==> src/rtl/up3_pkg.sv <==
// Shared state encodings, opcode constants and strobe bundle for the up3 controller and datapath.
// Pure declarations: no latency, no backpressure.
package up3_pkg;

    typedef enum logic [2:0] {
        S_F1   = 3'd0,
        S_F2   = 3'd1,
        S_F3   = 3'd2,
        S_F4   = 3'd3,
        S_DEC  = 3'd4,
        S_EXW  = 3'd5,
        S_HALT = 3'd6
    } state_t;

    localparam logic [7:0] OP_NOP   = 8'h00;
    localparam logic [7:0] OP_LOAD  = 8'h01;
    localparam logic [7:0] OP_STORE = 8'h02;
    localparam logic [7:0] OP_ADD   = 8'h03;
    localparam logic [7:0] OP_SUB   = 8'h04;
    localparam logic [7:0] OP_AND   = 8'h05;
    localparam logic [7:0] OP_LOADI = 8'h06;
    localparam logic [7:0] OP_JUMP  = 8'h07;
    localparam logic [7:0] OP_JNEG  = 8'h08;
    localparam logic [7:0] OP_JZERO = 8'h09;
    localparam logic [7:0] OP_HALT  = 8'hFF;

    typedef enum logic [2:0] {
        CLS_NOP,
        CLS_MEMRD,
        CLS_STORE,
        CLS_LOADI,
        CLS_JUMP,
        CLS_JNEG,
        CLS_JZERO,
        CLS_HALT
    } op_class_t;

    typedef struct packed {
        logic load_pc;
        logic incr_pc;
        logic load_iru;
        logic load_irl;
        logic load_ac;
        logic store_mem;
        logic fetch;
    } strobes_t;

endpackage

==> src/rtl/up3_if.sv <==
// Controller-to-datapath bundle: opcode/flags in, datapath strobes out.
// Purely combinational wiring; no latency, no backpressure.
interface up3_if;
    logic [7:0] opcode;
    logic       nflg;
    logic       zflg;
    logic       LOAD_PC;
    logic       INCR_PC;
    logic       LOAD_IRU;
    logic       LOAD_IRL;
    logic       LOAD_AC;
    logic       STORE_MEM;
    logic       fetch;

    modport master (
        input  opcode, nflg, zflg,
        output LOAD_PC, INCR_PC, LOAD_IRU, LOAD_IRL, LOAD_AC, STORE_MEM, fetch
    );

    modport slave (
        output opcode, nflg, zflg,
        input  LOAD_PC, INCR_PC, LOAD_IRU, LOAD_IRL, LOAD_AC, STORE_MEM, fetch
    );
endinterface

==> src/rtl/up3_decode.sv <==
// Opcode classifier: maps the IR upper byte to the action class used in DEC.
// Combinational, zero latency; no backpressure.
module up3_decode
    import up3_pkg::*;
(
    input  logic [7:0] opcode,
    output op_class_t  cls
);

    always_comb begin
        cls = CLS_NOP;
        case (opcode)
            OP_LOAD, OP_ADD, OP_SUB, OP_AND: cls = CLS_MEMRD;
            OP_STORE:                        cls = CLS_STORE;
            OP_LOADI:                        cls = CLS_LOADI;
            OP_JUMP:                         cls = CLS_JUMP;
            OP_JNEG:                         cls = CLS_JNEG;
            OP_JZERO:                        cls = CLS_JZERO;
            OP_HALT:                         cls = CLS_HALT;
            default:                         cls = CLS_NOP;
        endcase
    end

endmodule

==> src/rtl/up3_control.sv <==
// up3 sequencer: two-byte fetch, decode, optional execute-writeback; retire counter and halt flag.
// 5 cycles per instruction (6 for memory operands); no backpressure, strobes forced low while reset is high.
module up3_control
    import up3_pkg::*;
#(
    parameter int CNT_W = 16
) (
    input  logic             clk,
    input  logic             reset,
    up3_if.master            dp,
    output logic             halted,
    output logic [2:0]       state,
    output logic [CNT_W-1:0] instr_count
);

    state_t           cur_state;
    state_t           nxt_state;
    op_class_t        cls;
    strobes_t         stb;
    logic             retire;
    logic [CNT_W-1:0] cnt;

    up3_decode u_decode (
        .opcode (dp.opcode),
        .cls    (cls)
    );

    always_ff @(posedge clk) begin
        if (reset) begin
            cur_state <= S_F1;
        end else begin
            cur_state <= nxt_state;
        end
    end

    always_comb begin
        nxt_state = S_F1;
        stb       = '0;
        retire    = 1'b0;
        case (cur_state)
            S_F1: begin
                stb.fetch = 1'b1;
                nxt_state = S_F2;
            end
            S_F2: begin
                stb.fetch    = 1'b1;
                stb.load_iru = 1'b1;
                stb.incr_pc  = 1'b1;
                nxt_state    = S_F3;
            end
            S_F3: begin
                stb.fetch = 1'b1;
                nxt_state = S_F4;
            end
            S_F4: begin
                stb.fetch    = 1'b1;
                stb.load_irl = 1'b1;
                stb.incr_pc  = 1'b1;
                nxt_state    = S_DEC;
            end
            S_DEC: begin
                // Every DEC exit except the memory-operand path retires here.
                retire = 1'b1;
                case (cls)
                    CLS_MEMRD: begin
                        retire    = 1'b0;
                        nxt_state = S_EXW;
                    end
                    CLS_STORE: stb.store_mem = 1'b1;
                    CLS_LOADI: stb.load_ac   = 1'b1;
                    CLS_JUMP:  stb.load_pc   = 1'b1;
                    CLS_JNEG:  stb.load_pc   = dp.nflg;
                    CLS_JZERO: stb.load_pc   = dp.zflg;
                    CLS_HALT:  nxt_state     = S_HALT;
                    default:   nxt_state     = S_F1;
                endcase
            end
            S_EXW: begin
                stb.load_ac = 1'b1;
                retire      = 1'b1;
                nxt_state   = S_F1;
            end
            S_HALT: begin
                nxt_state = S_HALT;
            end
            default: begin
                nxt_state = S_F1;
            end
        endcase
    end

    always_ff @(posedge clk) begin
        if (reset) begin
            cnt <= '0;
        end else if (retire && (cnt != '1)) begin
            cnt <= cnt + {{(CNT_W-1){1'b0}}, 1'b1};
        end
    end

    assign dp.LOAD_PC   = stb.load_pc   & ~reset;
    assign dp.INCR_PC   = stb.incr_pc   & ~reset;
    assign dp.LOAD_IRU  = stb.load_iru  & ~reset;
    assign dp.LOAD_IRL  = stb.load_irl  & ~reset;
    assign dp.LOAD_AC   = stb.load_ac   & ~reset;
    assign dp.STORE_MEM = stb.store_mem & ~reset;
    assign dp.fetch     = stb.fetch     & ~reset;

    assign halted      = (cur_state == S_HALT) && !reset;
    assign state       = cur_state;
    assign instr_count = reset ? '0 : cnt;

endmodule
==> src/flat_wrapper.sv <==
// flat-port wrapper written by rule: the top's interface ports become plain ports
module up3_control_flat import up3_pkg::*;
#(
    parameter int CNT_W = 16
)
  (clk, reset, halted, state, instr_count, dp_opcode, dp_nflg, dp_zflg, dp_LOAD_PC, dp_INCR_PC, dp_LOAD_IRU, dp_LOAD_IRL, dp_LOAD_AC, dp_STORE_MEM, dp_fetch);
  up3_if dp_i ();
  input  logic clk;
  input  logic reset;
  output logic halted;
  output logic [2:0] state;
  output logic [CNT_W-1:0] instr_count;
  input wire logic [$bits(dp_i.opcode)-1:0] dp_opcode;
  input wire logic [$bits(dp_i.nflg)-1:0] dp_nflg;
  input wire logic [$bits(dp_i.zflg)-1:0] dp_zflg;
  output wire logic [$bits(dp_i.LOAD_PC)-1:0] dp_LOAD_PC;
  output wire logic [$bits(dp_i.INCR_PC)-1:0] dp_INCR_PC;
  output wire logic [$bits(dp_i.LOAD_IRU)-1:0] dp_LOAD_IRU;
  output wire logic [$bits(dp_i.LOAD_IRL)-1:0] dp_LOAD_IRL;
  output wire logic [$bits(dp_i.LOAD_AC)-1:0] dp_LOAD_AC;
  output wire logic [$bits(dp_i.STORE_MEM)-1:0] dp_STORE_MEM;
  output wire logic [$bits(dp_i.fetch)-1:0] dp_fetch;
  assign dp_i.opcode = dp_opcode;
  assign dp_i.nflg = dp_nflg;
  assign dp_i.zflg = dp_zflg;
  assign dp_LOAD_PC = dp_i.LOAD_PC;
  assign dp_INCR_PC = dp_i.INCR_PC;
  assign dp_LOAD_IRU = dp_i.LOAD_IRU;
  assign dp_LOAD_IRL = dp_i.LOAD_IRL;
  assign dp_LOAD_AC = dp_i.LOAD_AC;
  assign dp_STORE_MEM = dp_i.STORE_MEM;
  assign dp_fetch = dp_i.fetch;
  up3_control #(.CNT_W(CNT_W)) u_core (.clk(clk), .reset(reset), .dp(dp_i), .halted(halted), .state(state), .instr_count(instr_count));
endmodule
==> config.mk <==
export PLATFORM = sky130hd
export DESIGN_NAME = up3_control_flat
export DESIGN_NICKNAME = d
export VERILOG_FILES = /design/src/rtl/up3_pkg.sv /design/src/rtl/up3_if.sv /design/src/rtl/up3_decode.sv /design/src/rtl/up3_control.sv /design/src/flat_wrapper.sv
export SDC_FILE = /design/constraint.sdc
export NUM_CORES = 1
export LEC_CHECK = 0
export CORE_MARGIN = 1
export CORE_UTILIZATION = 42
export CTS_CLUSTER_DIAMETER = 60
export DETAILED_ROUTE_END_ITERATION = 8
export HOLD_SLACK_MARGIN = 0.02
export PLACE_DENSITY = 0.75
export SETUP_SLACK_MARGIN = 0.1
export SKIP_CTS_REPAIR_TIMING = 1
export SYNTH_ARGS = -nofsm -noshare
export SYNTH_HDL_FRONTEND = slang
export SYNTH_HIERARCHICAL = 1
export SYNTH_SLANG_ARGS = --single-unit
==> constraint.sdc <==
create_clock -name clk -period 2.9 [get_ports clk]
set_clock_uncertainty 0.2 [all_clocks]
set_input_delay 0.58 -clock clk [delete_from_list [all_inputs] [get_ports clk]]
set_output_delay 0.58 -clock clk [all_outputs]
set_load 0.05 [all_outputs]
After elaboration in Yosys (flattened, before gate mapping)
Cells that the tools add are included.

storage, ports and cells
  register bits = 19
  output and inout bits = 27
  logic and storage cells = 58

operators by class
  add/sub/neg operators = 1
  eq/ne operators = 24
  muxes and demuxes = 16
  bitwise logic cells = 8
  reductions and logical operators = 7

operators with widths
  cell                                                  count
  equality test 8 x 3 -> 1 bit (second input constant)  4
  equality test 3 bit (second input constant)           7
  case mux 3 bit (7 select lines)                       1
  case mux 3 bit (6 select lines)                       1
  adder 16 x 1 -> 16 bit (second input constant)        1
  equality test 8 x 2 -> 1 bit (second input constant)  2
  equality test 8 x 4 -> 1 bit (second input constant)  2
  two-way mux 16 bit                                    1
  != test 16 bit (second input constant)                1
  equality test 3 x 2 -> 1 bit (second input constant)  4
  two-way mux 1 bit                                     9
  equality test 8 x 1 -> 1 bit (second input constant)  1
  equality test 8 bit (second input constant)           1
  OR reduction 4 bit                                    2
  AND 1 bit                                             7
  equality test 3 x 1 -> 1 bit (second input constant)  2
  case mux 3 bit (2 select lines)                       1
  case mux 1 bit (2 select lines)                       2
  zero test 3 bit                                       1
  case mux 1 bit (3 select lines)                       1
  logical AND 1 bit                                     2
  OR reduction 2 bit                                    1
  zero test 1 bit                                       1
  inverter 1 bit                                        1

Depth between registers and ports, before layout
  word-level depth = 7
  gate-level depth with buffers = 9
  depth with buffers taken out = 7

By module
Netlist, hierarchy kept.

by module, submodules not included
  module       times used  cells each  area an instance (µm²)
  up3_control  1           150         1,246.2
  up3_decode   1           14          95.1

Least setup slack after synthesis
No wires, ideal clock.

  path kind = input-to-output
  start point = input port dp_opcode[5]
  end point = output port dp_STORE_MEM
  arrival time = 3.051 ns
  path slack = -0.931 ns
  stages on the path = 5
  cells stage by stage = or4_1 o21ai_1 buf_2 inv_1 nor4_1

between the ends
  longest elaborated chain between the ends = 7
  elaborated cells between the ends (all ways) = 16

RTL lines
  element                                                     RTL line            source
  from (decl)                                                 flat_wrapper.sv:13  input wire logic [$bits(dp_i.opcode)-1:0] dp_opcode;
  equality test 8 x 1 -> 1 bit, or another cell as far along  up3_decode.sv:12    case (opcode)
  OR reduction 4 bit                                          up3_decode.sv:12
  case mux 3 bit (7 select lines) *                           up3_decode.sv:12
  via u_core.cls[1]                                           up3_control.sv:18   op_class_t cls;
  equality test 3 x 2 -> 1 bit *                              up3_control.sv:64   case (cls)
  two-way mux 1 bit *                                         up3_control.sv:64
  two-way mux 1 bit *                                         up3_control.sv:40   case (cur_state)
  AND 1 bit *                                                 up3_control.sv:105  assign dp.STORE_MEM = stb.store_mem & ~reset;
  to (decl)                                                   flat_wrapper.sv:21  output wire logic [$bits(dp_i.STORE_MEM)-1:0] dp_STORE_MEM;

Mark *: on every way through the listed nets, which the timed path passes. The rest lies on a longest branch.

Worst setup path in the final report
  start point = input port dp_opcode[1]
  end point = output port dp_LOAD_AC

between the ends
  longest elaborated chain between the ends = 7
  elaborated cells between the ends (all ways) = 16

RTL lines
  element                                                     RTL line            source
  equality test 8 x 1 -> 1 bit, or another cell as far along  up3_decode.sv:12
  OR reduction 4 bit                                          up3_decode.sv:12
  case mux 3 bit (7 select lines) *                           up3_decode.sv:12
  via u_core.cls[0]                                           up3_control.sv:18
  equality test 3 x 2 -> 1 bit *                              up3_control.sv:64
  two-way mux 1 bit *                                         up3_control.sv:64
  case mux 1 bit (2 select lines) *                           up3_control.sv:40
  AND 1 bit *                                                 up3_control.sv:104  assign dp.LOAD_AC = stb.load_ac & ~reset;
  to (decl)                                                   flat_wrapper.sv:20  output wire logic [$bits(dp_i.LOAD_AC)-1:0] dp_LOAD_AC;

Marked as above.

==> metrics.csv <==
metric;value;unit
Synth Area in Compound Gates;0.1623;
RSZ-0062 raised after global routing;yes;
Mean Syn Cell Area;8.179;um^2
Async S/R FF share, synth;0;
adder-cell area share of the yosys netlist;0.009328;
Seq pwr share;0.517;
Combinational Power Share;0.216;
CTS HTree Levels;1;
die width;58.51;um
flop-to-flop setup slack;710;ps
register area share after synthesis;0.2836;
Clk pwr share;0.267;
startpoint types;primary input;
Yosys Warn Count;6;
period utilization;0.9971;
PortBufs;38;
Syn Inst Count;164;
total design power;0.5299;mW
global-route wire length before repair;6216;um
fin worst setup slack;8.531;ps
Hold Crit Depth;2;
Post-synth EDFFs;0;
Hold Crit Endpoint;u_core/cnt[5];
GPL Wtd Cong;0.8375;
Max Cap Viol;0;
DRC;0;
final core utilization;0.7414;
Die Height;58.51;um
vias per cell;5.602;
Final setup viols;0;
peak supply drop;0.0001295;V
Slew Limit Fails;0;
Initial Util;0.4393;
CTS Buf Count;3;
worst reg2reg path endpoint;u_core/cnt[3];
Synth Area in Simple Gates;0.4282;
vias in the first global route;1525;
num rows;20;
antenna viol nets, final;0;
Synthesized Nets;177;
Period minus WS final;2891;ps
Synth top cells by count;19 x dfxtp_1, 16 x nor2b_1, 14 x a21oi_1, 14 x nor2_1, 7 x nand2_1;
pre-CTS setup slack;-463.9;ps
diode count;0;
DP HPWL;2925;um
Leak;0.8620;nW
Hold Startpoint;u_core/cnt[5];
cell area after layout;2263;um^2
nets@finish;236;
Power Density;234.1;nW/um^2
post-synthesis sequential element count;19;
clk slew on worst S/H paths;120;ps
R2R depth;5;
Routed WL;4053;um
CTS tree;yes;
WP data arrival;2110;ps
Area Overhead vs Synth;68.75;%
Max Freq;345.8;MHz
final hold vios;0;
Ports;39;
GRT overflow;0;
largest net degree at the start of global routing;20;
top cells by area, synth;dfxtp_1 28%, nor2b_1 7.5%, a21oi_1 5.2%;
worst reg2reg startpoint;u_core/cnt[0];
WL per Instance;15.24;um
die area;3423;um^2
initial antenna violation count;0;
layout cells sized above 1;0.3649;
post-placement cell area;2150;um^2
worst hold path class;register to register;
Worst EP required;2120;ps
initial DRC count;65;
mux contribution to synthesized area;0.04384;
final cell count without fillers;266;
aggregate global-route resource usage;0.2303;
Critical Path End Type;output pin;
Min Hold Slack;312.3;ps
Post-Synth XOR/XNOR Area;0.006530;
Slew headroom;0.6645;
largest area contributor in the netlist;dfxtp_1;
Sw Ratio;0.3004;
Synth cell types;47;
status;finished clean;
Pre-antenna DRT Iters;4;
clock sink count;19;
sw power;0.1592;mW
Power Internal;0.3707;mW
Placed Cells;255;
post-synth top area share;0.2836;
Setup Crit Path Kind;primary input to output pin;
top-count cell post-synth;dfxtp_1;
worst skew pair latency;290;ps
Synth Flop Type;dfxtp_1;
Max FO, Critical Path;5;
largest family of logic cells by synthesized area;simple AND/OR/NAND/NOR gates;
Post-Syn Area;1341;um^2
Slew @ Worst Pin;501.7;ps
Core ar.;3053;um^2
Vias;1490;
Fin Setup TNS;0;ps
clk root buf;clkbuf_4;
maximum clock path buffer count;2;
-- worst max-delay path by stage --
stage / depth (start not counted) / to / start / slack [ps]
2_1_floorplan: 5 / dp_LOAD_AC / dp_opcode[2] / 20
3_3_place_gp: 8 / u_core/cnt[14] / dp_opcode[5] / -390
3_5_place_dp: 8 / u_core/cnt[14] / dp_opcode[5] / -460
4_1_cts: 7 / dp_LOAD_AC / dp_opcode[5] / -390
5_1_grt: 7 / dp_LOAD_AC / dp_opcode[1] / -20
6_report: 7 / dp_LOAD_AC / dp_opcode[1] / 9
-- critical path, stage by stage --
cell and delay [ps]:
buf_6 90, or4b_4 540, o31a_1 160, o21ai_4 240
a31oi_4 120, nor3b_4 220, buf_12 160
-- power groups by stage --
stage               clock, mW  sequential, mW  combinational, mW
floorplan                   0           0.283             0.0594
global placement            0           0.279              0.108
detailed placement          0           0.279              0.112
CTS                     0.140           0.273              0.112
global route            0.153           0.275              0.121
finish                  0.141           0.274              0.115
-- sequential cells by signal (all words and copies together), names as in the netlist --
name and cells:
u_core/cnt 16, u_core/state 3
-- kinds of logic after synthesis --
logic type      count (synthesis)
compound gates                 35
flops                          19
simple gates                   90
fa+ha+maj                       1
xor+xnor                        1
buf+inv                        13
mux                             5
-- cell type report --
type / count / area, um^2
Multi-Input combinational cell: 132 / 979.7
Clock buffer: 4 / 26.28
Inverter: 4 / 15.01
Tap cell: 44 / 55.05
Sequential cell: 19 / 380.4
Fill cell: 232 / 789.5
Timing Repair Buffer: 63 / 807.0
-- routing by layer --
metal | GRT usage | share of wire
met1 | 0.2510 | 0.40
met2 | 0.4450 | 0.56
met3 | 0.02637 | 0.035
met4 | 0.09864 | 0.0044
met5 | 0 | 0
-- cell usage in the layout (no fill, tap or decap), types with 4 or more instances in the layout --
cell,n
nor2_1,13
nand3_1,4
o31ai_1,5
buf_12,23
nand4_1,5
dlymetal6s2s_1,5
or4_1,5
and3_1,5
o21ai_0,4
clkdlybuf4s50_1,6
nor2b_1,15
a21oi_1,13
buf_4,24
nand2_1,7
dfxtp_1,19
nor3_1,5
(Power assumes the default switching activity.)
